## config.mk

```make
export PLATFORM = sky130hd
export DESIGN_NAME = mtp_seq_ctrl
export DESIGN_NICKNAME = d
export VERILOG_FILES = /design/src/rtl/mtp_seq_ctrl.sv
export SDC_FILE = /design/constraint.sdc
export NUM_CORES = 1
export LEC_CHECK = 0
export CAP_MARGIN = 20
export CORE_ASPECT_RATIO = 0.9
export CORE_MARGIN = 1.5
export CORE_UTILIZATION = 35
export CTS_CLUSTER_SIZE = 24
export DETAILED_ROUTE_END_ITERATION = 12
export PLACE_DENSITY = 0.65
export REMOVE_ABC_BUFFERS = 1
export SLEW_MARGIN = 25
export SYNTH_ARGS = -nofsm -noshare
export SYNTH_HDL_FRONTEND = slang
export SYNTH_SLANG_ARGS = --single-unit
```

## constraint.sdc

```tcl
create_clock -name i_clk -period 5.18 [get_ports i_clk]
set_input_delay 1.036 -clock i_clk [delete_from_list [all_inputs] [get_ports i_clk]]
set_output_delay 1.036 -clock i_clk [all_outputs]
set_load 0.02 [all_outputs]
```

## src/rtl/mtp_seq_ctrl.sv

```systemverilog
// Multicycle instruction sequencer: fetch over a req/ack port, then step each word
// through decode/execute/memory/write-back with run control and a bus watchdog.
module mtp_seq_ctrl #(
    parameter int unsigned    AW       = 32,
    parameter logic [AW-1:0]  RESET_PC = '0,
    parameter logic [AW-1:0]  PC_STEP  = AW'(4),
    parameter int unsigned    TIMEOUT  = 255
) (
    input  logic          i_clk,
    input  logic          i_rst_n,
    input  logic          i_start,
    input  logic          i_stop,
    output logic          o_imem_req,
    output logic [AW-1:0] o_imem_addr,
    input  logic          i_imem_ack,
    input  logic [31:0]   i_imem_rdata,
    output logic [31:0]   o_ir,
    output logic          o_alu_en,
    output logic          o_dmem_req,
    output logic          o_dmem_we,
    input  logic          i_dmem_ack,
    output logic          o_reg_we,
    output logic          o_busy,
    output logic          o_halted,
    output logic          o_err,
    output logic [31:0]   o_retired,
    output logic [2:0]    o_state
);

    typedef enum logic [2:0] {
        S_IDLE   = 3'd0,
        S_FETCH  = 3'd1,
        S_DECODE = 3'd2,
        S_EXEC   = 3'd3,
        S_MEM    = 3'd4,
        S_WB     = 3'd5,
        S_HALT   = 3'd6
    } state_t;

    localparam logic [3:0] OP_NOP    = 4'b1111;
    localparam logic [3:0] OP_LOAD   = 4'b0100;
    localparam logic [3:0] OP_STORE  = 4'b0110;
    localparam logic [7:0] WAIT_LAST = 8'(TIMEOUT - 1);

    state_t        r_state;
    state_t        w_state_nxt;
    logic [AW-1:0] r_pc;
    logic [31:0]   r_ir;
    logic [31:0]   r_retired;
    logic          r_err;
    logic          r_stop_pend;
    logic [7:0]    r_wait;

    logic [3:0]    w_op;
    logic          w_is_halt;
    logic          w_is_store;
    logic          w_is_mem;
    logic          w_stop_now;
    logic          w_wait_expired;
    logic          w_retire;
    logic          w_timeout;
    logic          w_waiting;

    assign w_op           = r_ir[18:15];
    assign w_is_halt      = (r_ir == 32'hFFFF_FFFF);
    assign w_is_store     = (w_op == OP_STORE);
    assign w_is_mem       = (w_op == OP_LOAD) || w_is_store;
    assign w_stop_now     = r_stop_pend || i_stop;
    assign w_wait_expired = (r_wait == WAIT_LAST);
    assign w_waiting      = (r_state == S_FETCH) || (r_state == S_MEM);

    always_comb begin
        w_state_nxt = r_state;
        w_retire    = 1'b0;
        w_timeout   = 1'b0;
        case (r_state)
            S_IDLE: begin
                if (i_start && !i_stop) w_state_nxt = S_FETCH;
            end
            S_FETCH: begin
                if (i_imem_ack) begin
                    w_state_nxt = S_DECODE;
                end else if (w_wait_expired) begin
                    w_state_nxt = S_HALT;
                    w_timeout   = 1'b1;
                end
            end
            S_DECODE: begin
                // The all-ones HALT word also carries the NOP opcode, so test it first.
                if (w_is_halt) begin
                    w_state_nxt = S_HALT;
                end else if (w_op == OP_NOP) begin
                    w_retire    = 1'b1;
                    w_state_nxt = w_stop_now ? S_IDLE : S_FETCH;
                end else begin
                    w_state_nxt = S_EXEC;
                end
            end
            S_EXEC: begin
                w_state_nxt = w_is_mem ? S_MEM : S_WB;
            end
            S_MEM: begin
                if (i_dmem_ack) begin
                    if (w_is_store) begin
                        w_retire    = 1'b1;
                        w_state_nxt = w_stop_now ? S_IDLE : S_FETCH;
                    end else begin
                        w_state_nxt = S_WB;
                    end
                end else if (w_wait_expired) begin
                    w_state_nxt = S_HALT;
                    w_timeout   = 1'b1;
                end
            end
            S_WB: begin
                w_retire    = 1'b1;
                w_state_nxt = w_stop_now ? S_IDLE : S_FETCH;
            end
            S_HALT: begin
                if (i_stop)       w_state_nxt = S_IDLE;
                else if (i_start) w_state_nxt = S_FETCH;
            end
            default: w_state_nxt = S_IDLE;
        endcase
    end

    always_ff @(posedge i_clk or negedge i_rst_n) begin
        if (!i_rst_n) begin
            r_state     <= S_IDLE;
            r_pc        <= RESET_PC;
            r_ir        <= '0;
            r_retired   <= '0;
            r_err       <= 1'b0;
            r_stop_pend <= 1'b0;
            r_wait      <= '0;
        end else begin
            r_state <= w_state_nxt;
            if (r_state == S_FETCH && i_imem_ack) begin
                r_ir <= i_imem_rdata;
                r_pc <= r_pc + PC_STEP;
            end
            if (w_retire) r_retired <= r_retired + 32'd1;
            if (w_timeout) begin
                r_err <= 1'b1;
            end else if (r_state == S_HALT && i_start && !i_stop) begin
                r_err <= 1'b0;
            end
            // A pending stop never outlives a return to IDLE or HALT.
            if (w_state_nxt == S_IDLE || w_state_nxt == S_HALT) begin
                r_stop_pend <= 1'b0;
            end else if (i_stop && o_busy) begin
                r_stop_pend <= 1'b1;
            end
            if (w_waiting && w_state_nxt == r_state) r_wait <= r_wait + 8'd1;
            else                                     r_wait <= '0;
        end
    end

    assign o_imem_req  = (r_state == S_FETCH);
    assign o_imem_addr = r_pc;
    assign o_ir        = r_ir;
    assign o_alu_en    = (r_state == S_EXEC);
    assign o_dmem_req  = (r_state == S_MEM);
    assign o_dmem_we   = (r_state == S_MEM) && w_is_store;
    assign o_reg_we    = (r_state == S_WB);
    assign o_busy      = (r_state == S_FETCH) || (r_state == S_DECODE) ||
                         (r_state == S_EXEC) || (r_state == S_MEM) || (r_state == S_WB);
    assign o_halted    = (r_state == S_HALT);
    assign o_err       = r_err;
    assign o_retired   = r_retired;
    assign o_state     = r_state;

endmodule

```

# Word level (Yosys, flattened, before mapping)
# Index checks and enable logic that the tools add are counted.
# word_totals
register_bits,109
latch_bits,0
ram_bits,0
mem_bits_ro,0
in_bits,38
out_inout_bits,107
n_memories,0
# op_classes
add_sub_neg,3
multipliers,0
n_div,0
magnitude_cmp,0
n_eq_ne,13
shifts,0
mux,26
bitwise,0
n_reduce_logical,20
# op_table
operator,n
32-bit by 1-bit adder with 32-bit output (second input constant),1
32-bit by 3-bit adder with 32-bit output (second input constant),1
32-bit equality test (second input constant),1
3-bit 2-to-1 mux,8
3-bit one-hot mux with 7 select lines,1
1-bit 2-to-1 mux,13
3-bit equality test (second input constant),4
8-bit by 1-bit adder with 8-bit output (second input constant),1
4-bit by 3-bit equality test with 1-bit output (second input constant),2
8-bit equality test (second input constant),1
1-bit logical OR,8
8-bit 2-to-1 mux,1
1-bit logical AND,7
3-bit by 2-bit equality test with 1-bit output (second input constant),2
3-bit logical NOT,2
4-bit equality test (second input constant),1
2-bit nonzero test,2
3-bit by 1-bit equality test with 1-bit output (second input constant),1
3-bit equality test,1
1-bit one-hot mux with 3 select lines,1
2-bit 2-to-1 mux,1
1-bit one-hot mux with 2 select lines,1
1-bit logical NOT,1

# Longest topological paths before layout
# depth
depth_word,8
ltp_mapped,8
depth_no_buf,7

# Worst setup path after synthesis
# No wires, ideal clock.
# synth_timing
path_type,register to output
startpoint,register r_state[1] (netlist: o_state[1])
endpoint,output port o_halted
arrival_ns,1.323
slack_ns,2.821
stages_incl_launch_ff,4
n_path_buf,1
cell_sequence,dfrtp_1 -> buf_2 -> inv_1 -> nor3b_1
# synth_via
elab_chain_len,1
# synth_rtl
element,line_no,source
from (decl),45,state_t r_state;
from (signal assigned),137,r_state <= w_state_nxt;
3-bit equality test,168,assign o_halted = (r_state == S_HALT);
to (decl),24,"output logic o_halted,"
# Every way passes these cells.

# Final worst setup path
# layout_timing
startpoint,register r_state[2] (netlist: o_state[2])
endpoint,output port o_dmem_req
# layout_via
elab_chain_len,1
# layout_rtl
element,line_no,source
3-bit equality test,163,assign o_dmem_req = (r_state == S_MEM);
to (decl),19,"output logic o_dmem_req,"
# Every way passes these cells.

==> flow_summary.yaml <==
drt:
  ant_nets: 0
  first_iter_violations: 150
  drcViolationCount: 0
  wl_um: 12500
  vias_per_cell: 5.09
  drt_first_pass_iters: 4
  vias: 3930
  wire_per_inst_um: 16.2
clocking:
  cts_max_level: 3
  cts_buffers: 9
  cts.sinks: 107
  ctsResizeCount: 0
  cts_buffer_depth: 2
  path_clk_slew_ns: 0.07
  root_buffer: "clkbuf_16"
  cts_tree: "yes"
  cts_setup_buffers: 0
  cts_hold_buffers: 0
  insertion_delay_ns: 0.35
floorplan:
  pin_count: 145
  num_rows: 41
  die_x_um: 130
  die-area_um2: 15400
  initial_core_util: 0.362
  die_h_um: 118
  core_area_um2: 14200
yosys:
  synthCells: 438
  synth-seq-cells: 107
  ys_types: 54
  synth_compound_area_frac: 0.0880
  avgSynthCellArea_um2: 11.7
  synth_top_family_by_area: "simple AND/OR/NAND/NOR gates"
  synth-simple-area-share: 0.165
  ys.flop_type: "dfrtp_1"
  synth_edf_count: 0
  yosys.area.top_type: "dfrtp_1"
  synth_top_area_frac: 0.523
  synth_mux_area_frac: 0.0748
  synthArstFlopShare: 1.00
  synthXorXnorAreaFrac: 0.113
  synth-adder-area-share: 0.00978
  yosysWarnings: 0
  synth.area.top_cells: "dfrtp_1, xnor2_1, mux2_2"
  yosysSeqAreaShare: 0.523
  synthesis.area_um2: 5120
critical_path:
  crit_slowest_cell: "clkdlybuf4s50_1"
  crit_start: "o_state[2]"
  cp-start-kind: "flip-flop"
  cp_data_required_time_ns: 4.14
  r2r-start: "o_state[1]"
  rr_worst_depth: 5
  slowest_delay_ns: 0.63
  setup.worst_path.end_class: "output port"
  endpoint: "o_dmem_req"
  crit_arrival_ns: 2.26
  path_class: "reg -> out"
  rr_endpoint: "r_wait[2]"
  r2r_setup_slack_ns: 2.81
  worstPathMaxFanout: 15
  crit_path_cell_trace: "or3b_2, inv_1, clkdlybuf4s50_1"
power_and_ir_drop:
  peakVddDrop_mv: 0.278
  cellLeakagePower_nw: 2.89
  power_density_nw_per_um2: 430
  power_mw: 3.01
global_routing:
  grt_pass1_vias: 3953
  grt_overflow: 0
  grt_pass1_wl_um: 20400
  antenna_found_initial: 1
  grt_usage: 0.168
  grt_start_max_net_pins: 57
placed_design:
  dpl.hpwl_um: 9050
  io_buffer_count: 142
  dp_slack_ns: 1.95
  globalplace.congestion: 0.816
  place_area_um2: 6710
timing:
  tightest_slew_ns: 0.836
  finalHoldViolCount: 0
  fin_ws_ns: 1.88
  whs_ns: 0.486
  max_freq_mhz: 303
  finalSetupViolCount: 0
  fin_crit_sh: 0.636
  skew_ns: 0.0101
  rsz0062_at_grt: "false"
  slew_violations: 0
  tns_ns: 0
  slew_headroom: 0.442
  final_period_minus_worst_setup_slack_ns: 3.30
finish:
  final_area_um2: 7010
  diodes: 0
  fin_nets: 617
  drive_gt1_frac: 0.107
  area_delta_synth_final_pct: 37.0
worst_hold_path:
  hp-class: "reg -> reg"
  hp-start: "o_imem_addr[31]"
run_status:
  status: "finished, final reports clean"
flow_run:
  cap_violations: 0
-- worst min path at each step --
stage	slack (ns)	endpoint	cells past startpoint
after floorplan	0.47	r_wait[0]	1
after global placement	0.47	o_imem_addr[31]	1
after detailed placement	0.48	o_retired[31]	1
after CTS	0.49	o_retired[31]	1
after global routing	0.50	o_imem_addr[31]	1
final	0.49	o_imem_addr[31]	1
-- area by class of cell --
| cell class | count | area [µm²] |
|---|---|---|
| fillers | 1279 | 7150 |
| flip-flops and latches | 107 | 2680 |
| multi-input cells | 305 | 2320 |
| repair buffers | 145 | 1440 |
| well taps | 193 | 241 |
| clock buffers | 10 | 239 |
| clock inverters | 5 | 61.3 |
| inverters | 7 | 26.3 |
-- metal layers --
| layer | routed length [µm] | global-route usage | vias up |
|---|---|---|---|
| met1 | 5590 | 0.218 | 1923 |
| met5 | 17 | 0 | - |
| li1 | - | - | 1865 |
| met3 | 1010 | 0.0668 | 14 |
| met4 | 152 | 0.0522 | 2 |
| met2 | 5720 | 0.256 | 126 |
-- Yosys cell counts, types with 2 or more instances --
cell type	instances
nor3_1	4
and3_1	19
o211ai_1	6
a211oi_2	2
nor2b_1	4
nor2_1	22
o21ai_0	11
inv_1	7
o2111ai_1	17
nor3b_1	3
xor2_1	12
nand2_1	20
nand4_1	18
nor4_1	2
a211oi_1	9
buf_4	2
mux2_2	34
and3b_1	3
dfrtp_1	107
a21o_1	4
clkbuf_1	7
xnor2_1	54
and4_1	7
a21oi_1	2
nand3_1	14
buf_2	9
and2_1	9
ha_1	4
-- registers in the layout, summed over array words and instances (netlist names) --
register     count
o_retired       32
r_stop_pend      1
r_wait           8
o_imem_addr     30
o_ir            32
o_state          3
o_err            1
-- placed cells by master, fill, tap and decap left out, types with 2 or more instances in the layout --
cell             Yosys  layout
xor2_1              12      12
a21oi_1              2       2
nor3b_1              3       3
o211ai_1             6       6
nor3_1               4       4
and3_1              19      19
and4_1               7       7
nor2_1              22      22
nand2_1             20      20
conb_1               1       2
and2_1               9       9
xnor2_1             54      54
o21ai_0             11      11
and3b_1              3       3
buf_4                2       4
nor2b_1              4       4
ha_1                 4       4
nand4_1             18      18
inv_1                7       7
clkdlybuf4s50_1      0     141
clkbuf_16            0       9
nor4_1               2       2
nand3_1             14      14
a211oi_1             9       9
inv_6                0       2
mux2_2              34      34
dfrtp_1            107     107
o2111ai_1           17      17
a21o_1               4       4
-- power breakdown --
group / internal, mW / leakage [nW] / total (mW) / switching [mW]
Clock: 0.389 / 0.149 / 0.698 / 0.309
Sequential: 1.02 / 1.40 / 1.21 / 0.191
Combinational: 0.563 / 1.34 / 1.11 / 0.546
Total: 1.97 / 2.89 / 3.01 / 1.05
-- cells by family (layout without fill, tap and decap cells) --
group                      Yosys count  after routing
buffers and inverters               27            167
xor gates and xnor gates            66             66
DFF                                107            107
and+or+nand+nor                    140            140
adders and majority gates            4              4
AOI/OAI and AO/OA                   59             59
other                                1              2
muxes                               34             34
-- worst max-delay path: cells and delay by family (launching register included) --
family | cells | cell delay (ns)
buf+inv | 2 | 0.79
flops | 1 | 0.60
simple gates | 1 | 0.51
-- metrics by stage --
step | instances | utilization
global placement | 757 | 0.473
CTS | 772 | 0.495
floorplan | 419 | -
global route | 772 | 0.495
detailed placement | 757 | 0.474
finish | 772 | 0.495
(Power assumes the default switching activity.)
